--- src/rtl/support_seq.sv ---
// Front-panel and reset sequencer: debounces the board buttons and walks the
// DCM reset -> lock wait -> CPU reset -> boot sequence ahead of the core.
module support_seq #(
    parameter int DEBOUNCE_CYCLES  = 16,
    parameter int DCM_RESET_CYCLES = 4,
    parameter int CPU_RESET_CYCLES = 64,
    parameter int BOOT_CYCLES      = 8,
    parameter int CNT_W            = 20
) (
    input  logic sysclk,
    input  logic reset,
    input  logic button_r,
    input  logic button_b,
    input  logic button_h,
    input  logic button_c,
    input  logic dcm_locked,
    output logic dcm_reset,
    output logic cpu_reset,
    output logic interrupt,
    output logic boot,
    output logic halt
);

    localparam logic [CNT_W-1:0] DEB_LAST  = CNT_W'(DEBOUNCE_CYCLES - 1);
    localparam logic [CNT_W-1:0] DCM_LAST  = CNT_W'(DCM_RESET_CYCLES - 1);
    localparam logic [CNT_W-1:0] CPU_LAST  = CNT_W'(CPU_RESET_CYCLES - 1);
    localparam logic [CNT_W-1:0] BOOT_LAST = CNT_W'(BOOT_CYCLES - 1);

    typedef enum logic [2:0] {
        S_DCM,
        S_LOCK,
        S_RESET,
        S_BOOT,
        S_RUN
    } state_t;

    // Button bit order: [0]=r, [1]=b, [2]=h, [3]=c
    logic [3:0]       btn_raw;
    logic [3:0]       bsync1_q, bsync2_q;
    logic [3:0]       deb_q, deb_d;
    logic [3:0]       press_q, press_d;
    logic [CNT_W-1:0] dcnt_q [4];
    logic [CNT_W-1:0] dcnt_d [4];
    logic             lsync1_q, lsync2_q;

    state_t           state_q, state_d;
    logic [CNT_W-1:0] cnt_q, cnt_d;
    logic             boot_req_q, boot_req_d;
    logic             halt_q, halt_d;
    logic             int_q, int_d;
    logic             dcm_reset_q, dcm_reset_d;
    logic             cpu_reset_q, cpu_reset_d;
    logic             boot_q, boot_d;
    logic             lock_lost;

    assign btn_raw = {button_c, button_h, button_b, button_r};

    always_comb begin
        deb_d   = deb_q;
        press_d = '0;
        for (int unsigned i = 0; i < 4; i++) begin
            dcnt_d[i] = '0;
            if (bsync2_q[i] != deb_q[i]) begin
                if (dcnt_q[i] == DEB_LAST) begin
                    deb_d[i]   = ~deb_q[i];
                    press_d[i] = ~deb_q[i];
                end else begin
                    dcnt_d[i] = dcnt_q[i] + 1'b1;
                end
            end
        end
    end

    always_ff @(posedge sysclk) begin
        if (reset) begin
            bsync1_q <= '0;
            bsync2_q <= '0;
            deb_q    <= '0;
            press_q  <= '0;
            lsync1_q <= 1'b0;
            lsync2_q <= 1'b0;
            for (int unsigned i = 0; i < 4; i++) begin
                dcnt_q[i] <= '0;
            end
        end else begin
            bsync1_q <= btn_raw;
            bsync2_q <= bsync1_q;
            deb_q    <= deb_d;
            press_q  <= press_d;
            lsync1_q <= dcm_locked;
            lsync2_q <= lsync1_q;
            for (int unsigned i = 0; i < 4; i++) begin
                dcnt_q[i] <= dcnt_d[i];
            end
        end
    end

    assign lock_lost = !lsync2_q &&
                       (state_q == S_RESET || state_q == S_BOOT || state_q == S_RUN);

    always_comb begin
        state_d    = state_q;
        cnt_d      = cnt_q;
        boot_req_d = boot_req_q;
        halt_d     = halt_q;
        int_d      = 1'b0;

        case (state_q)
            S_DCM: begin
                cnt_d = cnt_q + 1'b1;
                if (cnt_q == DCM_LAST) state_d = S_LOCK;
            end
            S_LOCK: begin
                if (lsync2_q) state_d = S_RESET;
            end
            S_RESET: begin
                cnt_d = cnt_q + 1'b1;
                if (cnt_q == CPU_LAST) state_d = boot_req_q ? S_BOOT : S_RUN;
            end
            S_BOOT: begin
                cnt_d = cnt_q + 1'b1;
                if (cnt_q == BOOT_LAST) begin
                    boot_req_d = 1'b0;
                    state_d    = S_RUN;
                end
            end
            S_RUN: begin
                // A reset request swallows any halt/interrupt press in the same cycle
                if (press_q[1]) begin
                    boot_req_d = 1'b1;
                    state_d    = S_RESET;
                end else if (press_q[0]) begin
                    boot_req_d = 1'b0;
                    state_d    = S_RESET;
                end else begin
                    if (press_q[2]) halt_d = ~halt_q;
                    int_d = press_q[3];
                end
            end
            default: state_d = S_DCM;
        endcase

        if (lock_lost) begin
            state_d    = S_LOCK;
            boot_req_d = 1'b1;
            halt_d     = halt_q;
            int_d      = 1'b0;
        end

        if (state_d != state_q) cnt_d = '0;
        if (state_d == S_RESET && state_q != S_RESET) halt_d = 1'b0;

        dcm_reset_d = (state_d == S_DCM);
        cpu_reset_d = (state_d == S_DCM) || (state_d == S_LOCK) || (state_d == S_RESET);
        boot_d      = (state_d == S_BOOT);
    end

    always_ff @(posedge sysclk) begin
        if (reset) begin
            state_q     <= S_DCM;
            cnt_q       <= '0;
            boot_req_q  <= 1'b1;
            halt_q      <= 1'b0;
            int_q       <= 1'b0;
            dcm_reset_q <= 1'b1;
            cpu_reset_q <= 1'b1;
            boot_q      <= 1'b0;
        end else begin
            state_q     <= state_d;
            cnt_q       <= cnt_d;
            boot_req_q  <= boot_req_d;
            halt_q      <= halt_d;
            int_q       <= int_d;
            dcm_reset_q <= dcm_reset_d;
            cpu_reset_q <= cpu_reset_d;
            boot_q      <= boot_d;
        end
    end

    assign dcm_reset = dcm_reset_q;
    assign cpu_reset = cpu_reset_q;
    assign interrupt = int_q;
    assign boot      = boot_q;
    assign halt      = halt_q;

endmodule

--- config.mk ---
export PLATFORM = sky130hd
export DESIGN_NAME = support_seq
export DESIGN_NICKNAME = d
export VERILOG_FILES = /design/src/rtl/support_seq.sv
export SDC_FILE = /design/constraint.sdc
export NUM_CORES = 1
export LEC_CHECK = 0
export BUFFER_PORTS_ARGS = -buffer_cell sky130_fd_sc_hd__buf_2
export CORE_UTILIZATION = 67
export DETAILED_ROUTE_END_ITERATION = 10
export PLACE_DENSITY = 0.84
export SLEW_MARGIN = 10
export SYNTH_ARGS = -nofsm -noshare
export SYNTH_HDL_FRONTEND = slang
export SYNTH_SLANG_ARGS = --single-unit
export TNS_END_PERCENT = 100
--- constraint.sdc ---
create_clock -name sysclk -period 5.5 [get_ports sysclk]
set_input_delay 0.825 -clock sysclk [delete_from_list [all_inputs] [get_ports sysclk]]
set_output_delay 0.825 -clock sysclk [all_outputs]
set_load 0.005 [all_outputs]
After elaboration in Yosys (flattened, before gate mapping)
Memory sizes are Yosys's and may differ from the RTL's.
Cells that the tools add are included.
- multipliers: 0
- bitwise logic cells: 21
- shift operators: 0
- reduce and logical (&&, ||, !) cells: 25
- mux-type cells: 28
- add/sub/neg operators: 5
- eq/ne operators: 22
- divide/modulo/power cells: 0
- $lt $le $gt $ge: 0
- operators with widths (cell ; count):
    two-way mux 20 bit ; 12
    adder 20 x 1 -> 20 bit (second input constant) ; 5
    equality test 20 x 4 -> 1 bit (second input constant) ; 4
    two-way mux 3 bit ; 8
    equality test 20 x 2 -> 1 bit (second input constant) ; 1
    equality test 20 x 3 -> 1 bit (second input constant) ; 1
    equality test 20 x 6 -> 1 bit (second input constant) ; 1
    NOT 1 bit ; 17
    one-hot mux 3 bit (5 select lines) ; 1
    OR reduction 3 bit ; 5
    equality test 3 x 2 -> 1 bit (second input constant) ; 4
    AND reduction 2 bit ; 4
    equality test 3 x 1 -> 1 bit (second input constant) ; 2
    logical NOT 3 bit ; 2
    two-way mux 1 bit ; 6
    OR reduction 2 bit ; 3
    AND reduction 5 bit ; 1
    OR reduction 5 bit ; 1
    logical OR 1 bit ; 4
    != test 1 bit ; 4
    bitwise OR 1 bit ; 4
    equality test 3 bit (second input constant) ; 1
    != test 3 x 2 -> 1 bit (second input constant) ; 1
    != test 3 bit ; 1
    7 further kinds ; 8
- input bits: 7
- flip-flop bits (word level): 47
- RAM bits: 80
- memories: 1
- output and inout bits: 5
- bits in read-only memories: 0
- bits in latches: 0
- memories (memory ; words ; bits a word ; rd ports ; clocked after memory_dff ; wr ports ; RTL line ; source):
    dcnt_q ; 4 ; 20 ; 4 ; 0 ; 4 ; 42 ; logic [CNT_W-1:0] dcnt_q [4];

Depth between registers and ports, before layout
Gate-level depths: netlist (run 1).
- depth after elaboration: 8
- depth in mapped cells: 9
- depth with buffers taken out: 6

Worst setup path before layout (run 1)
No wires, ideal clock.
- path kind: register -> register
- start: reg cnt_q[0]
- end: reg cnt_q[0]
- stages on the path, launching flop included: 9
- path buffers: 2
- period minus slack after synthesis: 1905 ps
- required time: 5376 ps
- path slack: 3595 ps
- data arrival time: 1781 ps
- cells stage by stage: dfxtp_1 -> ha_1 -> buf_2 -> nand4b_1 -> or3_1 -> a21o_1 -> a31oi_1 -> buf_2 -> nor3_2
- word-level cells in the longest chain between the ends: 6
- ends and longest elaborated chain (item ; RTL line ; source):
    start, declared ; 47 ; logic [CNT_W-1:0] cnt_q, cnt_d;
    start signal, assigned ; 170 ; cnt_q <= cnt_d;
    equality test 20 x 3 -> 1 bit, or another cell as far along ; 122 ; if (cnt_q == BOOT_LAST) begin
    two-way mux 3 bit, on equally long branches ; 122, 111, 118 ;
    one-hot mux 3 bit (5 select lines) ; 108 ; case (state_q)
    two-way mux 3 bit ; 143 ; if (lock_lost) begin
    != test 3 bit ; 150 ; if (state_d != state_q) cnt_d = '0;
    OR reduction 2 bit (no line) ; - ;
Parallel ways exist; a longest one is shown, timed or not.
A chain may end at the register's enable or synchronous reset.

Worst setup path in the final report (run 1)
- start: reg cnt_q[8]
- end: reg cnt_q[9]
Same word-level chain as after synthesis.

==> out/metrics.yaml, run 1 <==
route:
  firstDrtPassIters: 5
  ant_nets: 0
  drc: 0
  post_drt_via_cell_ratio: 5.949
  wl_per_cell_um: 14.46
  initialDrtViolationCount: 224
  drt-total-wl_um: 10730
  vias: 4414
grt:
  antenna_found_initial: 0
  grt_pass1_vias: 4126
  grt_pass1_wl_um: 18570
  grt_overflow: 0
  grt_max_degree: 24
  track_usage: 0.2698
synthesis:
  synth_edf_count: 0
  syn_area_sq_mm: 0.005583
  synth.avg_cell_area_sq_um: 8.947
  yosysWarnings: 0
  syn_inst: 624
  ys_ff_latch: 127
  synth_cell_types: 50
  synthArstFlopShare: 0
  synth_fp_nets: 636
  ys.flop_type: "dfxtp_1"
  yosysSeqAreaShare: 0.4554
worst_setup_path:
  timing.rr.end: "cnt_q[9]"
  reg2reg_depth: 5
  critPathKind: "reg -> reg"
  startpoint_type: "register"
  critPathRequiredTime_ns: 5.85
  cp.arrival_ns: 3.06
  r2r_start: "cnt_q[8]"
  worst_setup_path_end_kind: "register"
  r2r_setup_slack_ns: 2.79
  path_max_fanout: 19
floorplan:
  rows: 32
  start_util: 0.7078
  core_sq_mm: 0.007888
  die_w_um: 93.29
  num_io_pins: 12
  dieArea_sq_mm: 0.008702
  die_h_um: 93.29
final_layout:
  layout.cells.non_filler: 742
  final_core_util: 0.7871
  area_growth_pct: 11.21
  antennaDiodeCount: 0
  stdcell_area_sq_mm: 0.006208
  drive_gt1_frac: 0.08281
  final_nets: 641
power_and_ir_drop:
  leakage_nw: 2.124
  peakVddDrop_mv: 0.2585
  p_per_area_mw_per_mm2: 343.9
run_status:
  outcome: "completed"
sta:
  setup_viol_count_final: 0
  fin_skew_ns: 0.009334
  period_share: 0.4933
  slew_violations: 0
  tightest_slew_ns: 0.9697
  rsz0062_at_grt: "no"
  fmax_mhz: 368.6
  period_needed_ns: 2.713
  finalHoldViolCount: 0
  relSlewSlack: 0.3536
  fin_tns_setup_ns: 0
clock_network:
  post_cts_buffers: 0
  htreeDepth: 4
  clk_latency_ns: 0.51
  cts-root-buf: "clkbuf_8"
  cts-buffers-inserted: 17
  clkTransAtPathRegs_ns: 0.06
  cts_tree: "yes"
  cts_resized: 0
  cts.sinks: 127
  cts_hold_buffers: 0
  cts_buffer_depth: 2
placed_design:
  place.gp.congestion: 0.8334
  dp_cells: 712
  placed_area_sq_mm: 0.005645
  place_hpwl_um: 6780
  io_buffers: 11
worst_hold_path:
  worst_hold_path.num_cells: 1
  min_from: "bsync1_q[0]"
  min_to: "bsync2_q[0]"
  min_path_type: "reg -> reg"
run:
  maxCapViolCount: 0
-- cells in the mapped netlist, types with 5 or more instances --
library cell,number,area share
nor4_1,27,0.030
xnor2_1,43,0.067
clkbuf_1,15,0.010
nor2_1,103,0.069
buf_2,7,0.0063
inv_1,20,0.013
nor3_2,10,0.018
nand3_1,46,0.041
ha_1,5,0.011
and3_1,18,0.020
dfxtp_1,127,0.46
nand4_1,23,0.026
and4_1,9,0.014
mux2i_1,5,0.0090
nor3_1,24,0.022
xor2_1,53,0.083
nand2_1,26,0.017
o21ai_0,5,0.0045
nor2b_1,13,0.015
-- worst max path at each step --
| stage | start | endpoint | cells after the start |
|---|---|---|---|
| finish | cnt_q[8] | cnt_q[9] | 5 |
| global placement | cnt_q[0] | cnt_q[8] | 6 |
| global route | cnt_q[9] | cnt_q[9] | 5 |
| floorplan | cnt_q[0] | cnt_q[0] | 8 |
| detailed placement | cnt_q[8] | cnt_q[14] | 5 |
| CTS | cnt_q[8] | cnt_q[9] | 5 |
-- metal layers --
| layer | GRT usage | share of wire | vias to the layer above |
|---|---|---|---|
| li1 | - | - | 2169 |
| met1 | 0.3189 | 0.45 | 2083 |
| met2 | 0.4559 | 0.49 | 125 |
| met3 | 0.08455 | 0.045 | 37 |
| met4 | 0.1051 | 0.023 | 0 |
| met5 | 0 | 0 | - |
-- metrics by stage --
stage	power (mW)	setup WS, ns	hold WS [ns]
final	2.135	2.787	0.4354
after global routing	2.202	2.558	0.4568
after CTS	2.143	2.816	0.4366
after detailed placement	1.094	2.930	0.4245
after global placement	1.088	3.087	0.4167
after floorplan	1.095	3.595	0.4138
-- kinds of logic (layout without fill, tap and decap cells) --
logic type	Yosys count	in the layout	share of synthesized area
buffers and inverters	47	63	0.03810
and+or+nand+nor	315	315	0.2985
xor gates and xnor gates	96	96	0.1506
muxes	5	5	0.008965
adders and majority gates	5	5	0.01121
DFF	127	127	0.4554
AOI/OAI and AO/OA	29	29	0.03720
-- power by group --
group | switching, mW | internal (mW) | total, mW
Sequential | 0.0200 | 0.937 | 0.957
Combinational | 0.0797 | 0.0406 | 0.120
Clock | 0.372 | 0.685 | 1.06
Total | 0.472 | 1.66 | 2.13
-- worst max-delay path, cell delays in order, from the launching register on --
cell     delay [ns]
dfxtp_1        0.34
nor4_1         0.36
nand4_1        0.33
o21ai_0        0.44
o221a_1        0.90
nor3_1         0.17
-- sequential cells by signal (all words and copies together) (netlist names) --
register and cells:
lsync2_q 1, boot_req_q 1, dcnt_q 80, interrupt 1
dcm_reset 1, press_q 4, bsync2_q 4, halt 1
boot 1, cpu_reset 1, state_q 3, cnt_q 20
lsync1_q 1, bsync1_q 4, deb_q 4
-- area by class of cell --
type | instances | area (sq um)
multi-input cells | 450 | 2834
flip-flops and latches | 127 | 2542
fillers | 514 | 1679
clock buffers | 24 | 480.5
well taps | 102 | 127.6
clock inverters | 6 | 82.58
inverters | 21 | 78.83
repair buffers | 12 | 62.56
-- placed cells by master, fill, tap and decap left out, drive strengths merged, types with 9 or more instances in the layout --
cell,instances
nor2,103
xor2,53
nor3,35
nand3,46
buf,12
and4,9
nand2,26
clkbuf,24
dfxtp,127
and3,18
inv,20
xnor2,43
nor2b,13
nand4,23
nor4,29
No activity file was read; power rests on OpenSTA's default activity.
==> inputs of run 2 (changes only) <==
--- a/config.mk
+++ b/config.mk
@@ -6,9 +6,9 @@
 export NUM_CORES = 1
 export LEC_CHECK = 0
 export BUFFER_PORTS_ARGS = -buffer_cell sky130_fd_sc_hd__buf_2
-export CORE_UTILIZATION = 67
+export CORE_UTILIZATION = 62
 export DETAILED_ROUTE_END_ITERATION = 10
-export PLACE_DENSITY = 0.84
+export PLACE_DENSITY = 0.79
 export SLEW_MARGIN = 10
 export SYNTH_ARGS = -nofsm -noshare
 export SYNTH_HDL_FRONTEND = slang
==> constraint.sdc (replaced) <==
create_clock -name sysclk -period 2.5 [get_ports sysclk]
set_input_delay 0.375 -clock sysclk [delete_from_list [all_inputs] [get_ports sysclk]]
set_output_delay 0.375 -clock sysclk [all_outputs]
set_load 0.005 [all_outputs]
==> run 2 against run 1 <==
Sequential share of layout area down 0.48 points; wire length down 3.3%; critical path type unchanged; critical endpoint is now cnt_q[15]; sequential power up 120%; highest routed layer unchanged.
==> out/metrics.yaml, run 2 (synthesis gave the netlist of run 1 again) <==
worst_setup_path:
  startpoint_type: "register"
  cpLargestDelayFamily: "compound AO/OA/AOI/OAI gates"
  cp_slowest_stage_delay_ns: 0.38  # -0.52 ns
  critPathKind: "reg -> reg"
  path_max_fanout: 19  # unchanged
  cp.arrival_ns: 2.53  # -0.53 ns
  cp_cell_sequence: "ha_1 > nand4b_1 > nor4_1 > a2bb2oi_1 > o221a_1 > buf_4 > nor3_1"
  worst_setup_path_end_kind: "register"
  cp_slowest_cell: "dfxtp_1"
  critPathRequiredTime_ns: 2.89  # -2.96 ns
  critPathBufInv: 1  # +1
placed_design:
  placed_area_sq_mm: 0.005698  # +0.93%
  detailedPlace.worstSlack_ns: 0.4157  # -2.514 ns
  place.gp.congestion: 0.8561  # +2.7%
  io_buffers: 11  # unchanged
  place_hpwl_um: 6720  # -0.89%
final_layout:
  seqCellArea_sq_mm: 0.002542  # unchanged
  top_register: "dcnt_q"
  multiInputGateArea_sq_mm: 0.002834  # unchanged
  area_growth_pct: 12.53
  antennaDiodeCount: 0  # unchanged
  reg.largest.list: "dcnt_q x80, cnt_q x20"
  layout_commonest_cell: "dfxtp_1"
  final_cell_mix: "127 x dfxtp_1, 103 x nor2_1, 53 x xor2_1, 46 x nand3_1, 43 x xnor2_1"
  drive_gt1_frac: 0.09568  # +0.01287
  largest_register_ffs: 80  # unchanged
  nFillCells: 650  # +26%
  stdcell_area_sq_mm: 0.006282  # +1.2%
  final_nets: 647  # +0.94%
route:
  ant_nets: 0  # unchanged
  wl_met1_um: 4703  # -1.5%
  drt-total-wl_um: 10380  # -3.3%
  vias: 4348  # -1.5%
  met3_length_um: 374  # -23%
  wl_per_cell_um: 13.73  # -5.1%
  drc: 0  # unchanged
  top_layer: "met4"
  wl_met2_um: 5080  # -2.7%
  firstDrtPassIters: 5  # unchanged
  post_drt_via_cell_ratio: 5.751  # -3.3%
  initialDrtViolationCount: 176  # -21%
power_and_ir_drop:
  peakVddDrop_mv: 0.5047  # +95%
  totalPowerFinal_mw: 4.797  # +120%
  leakage_nw: 2.153  # +1.4%
  p_per_area_mw_per_mm2: 763.6  # +120%
run:
  maxCapViolCount: 0  # unchanged
floorplan:
  start_util: 0.6402  # -0.06763
  die_w_um: 96.89  # +3.9%
  dieArea_sq_mm: 0.009388  # +7.9%
  num_io_pins: 12  # unchanged
  rows: 34  # +6.3%
  die_h_um: 96.89  # +3.9%
  core_sq_mm: 0.008721  # +11%
grt:
  antenna_found_initial: 0  # unchanged
  grt_pass1_vias: 4228  # +2.5%
  grt_pass1_wl_um: 18380  # -1.0%
  grt_overflow: 0  # unchanged
  track_usage: 0.2373  # -0.03255
  grt_max_degree: 24  # unchanged
sta:
  period_needed_ns: 2.134  # -0.5795 ns
  whs_ns: 0.07424  # -0.3611 ns
  fin_skew_ns: 0.01671  # +0.007379 ns
  setup_viol_count_final: 0  # unchanged
  period_share: 0.8534  # +0.3601
  finalHoldViolCount: 0  # unchanged
  setup_ws_ns: 0.3664  # -2.421 ns
  fin_tns_setup_ns: 0  # unchanged
  slew_violations: 0  # unchanged
  fmax_mhz: 468.7  # +27%
  relSlewSlack: 0.5805  # +0.2269
  tightest_slew_ns: 0.6241  # -0.3456 ns
  rsz0062_at_grt: "no"
clock_network:
  cts.sinks: 127  # unchanged
  post_cts_buffers: 0  # unchanged
  cts-root-buf: "clkbuf_8"
  cts-buffers-inserted: 17  # unchanged
  htreeDepth: 4  # unchanged
  clk_latency_ns: 0.52  # about the same
  cts_resized: 0  # unchanged
  clkTransAtPathRegs_ns: 0.06  # about the same
  cts_buffer_depth: 2  # unchanged
  cts_hold_buffers: 0  # unchanged
  cts_tree: "yes"
worst_hold_path:
  min_path_type: "in -> reg"
run_status:
  outcome: "completed"
[run 2: cell count changes in the layout (fill, tap and decap cells not counted)]
cell        before  now
bufinv_16        2    3
clkbuf_1         3    2
clkinv_4         0    2
buf_4            1    7
clkbuf_8         5    1
inv_6            0    2
clkinvlp_4       1    3
[run 2: final timing paths]
check	from	end	slack, ns	cells after the start
max reg2reg	cnt_q[0]	cnt_q[15]	0.37	7
min	button_h	bsync1_q[2]	0.07	2
min reg2reg	bsync1_q[2]	bsync2_q[2]	0.43	1
max	cnt_q[0]	cnt_q[15]	0.37	7
[run 2: power by group]
| group | switching (mW) | total, mW | internal [mW] |
|---|---|---|---|
| clock network | 0.885 | 2.40 | 1.52 |
| registers | 0.0446 | 2.11 | 2.06 |
| logic | 0.183 | 0.287 | 0.104 |
| total | 1.11 | 4.80 | 3.68 |
[run 2: per-stage QoR]
stage	cells	utilization
after global placement	724	0.6534
after global routing	756	0.7204
after detailed placement	724	0.6534
after floorplan	624	-
after CTS	756	0.7204
final	756	0.7204
[run 2: worst reg2reg max path: stages (launching register included)]
cell	delay (ns)
dfxtp_1	0.38
ha_1	0.36
nand4b_1	0.16
nor4_1	0.22
a2bb2oi_1	0.26
o221a_1	0.24
buf_4	0.29
nor3_1	0.11
[run 2: layer usage]
| layer | vias to the layer above | track usage |
|---|---|---|
| li1 | 2184 | - |
| met1 | 2049 | 0.2882 |
| met2 | 91 | 0.3900 |
| met3 | 24 | 0.05202 |
| met4 | 0 | 0.1320 |
| met5 | - | 0 |
[run 2: area by class of cell]
class,instances,area share
inverter,21,0.01255
sequential,127,0.4047
clock inverter,13,0.02589
tap,108,0.02151
timing repair buffer,18,0.01713
multi-input combinational,450,0.4511
clock buffer,19,0.06712
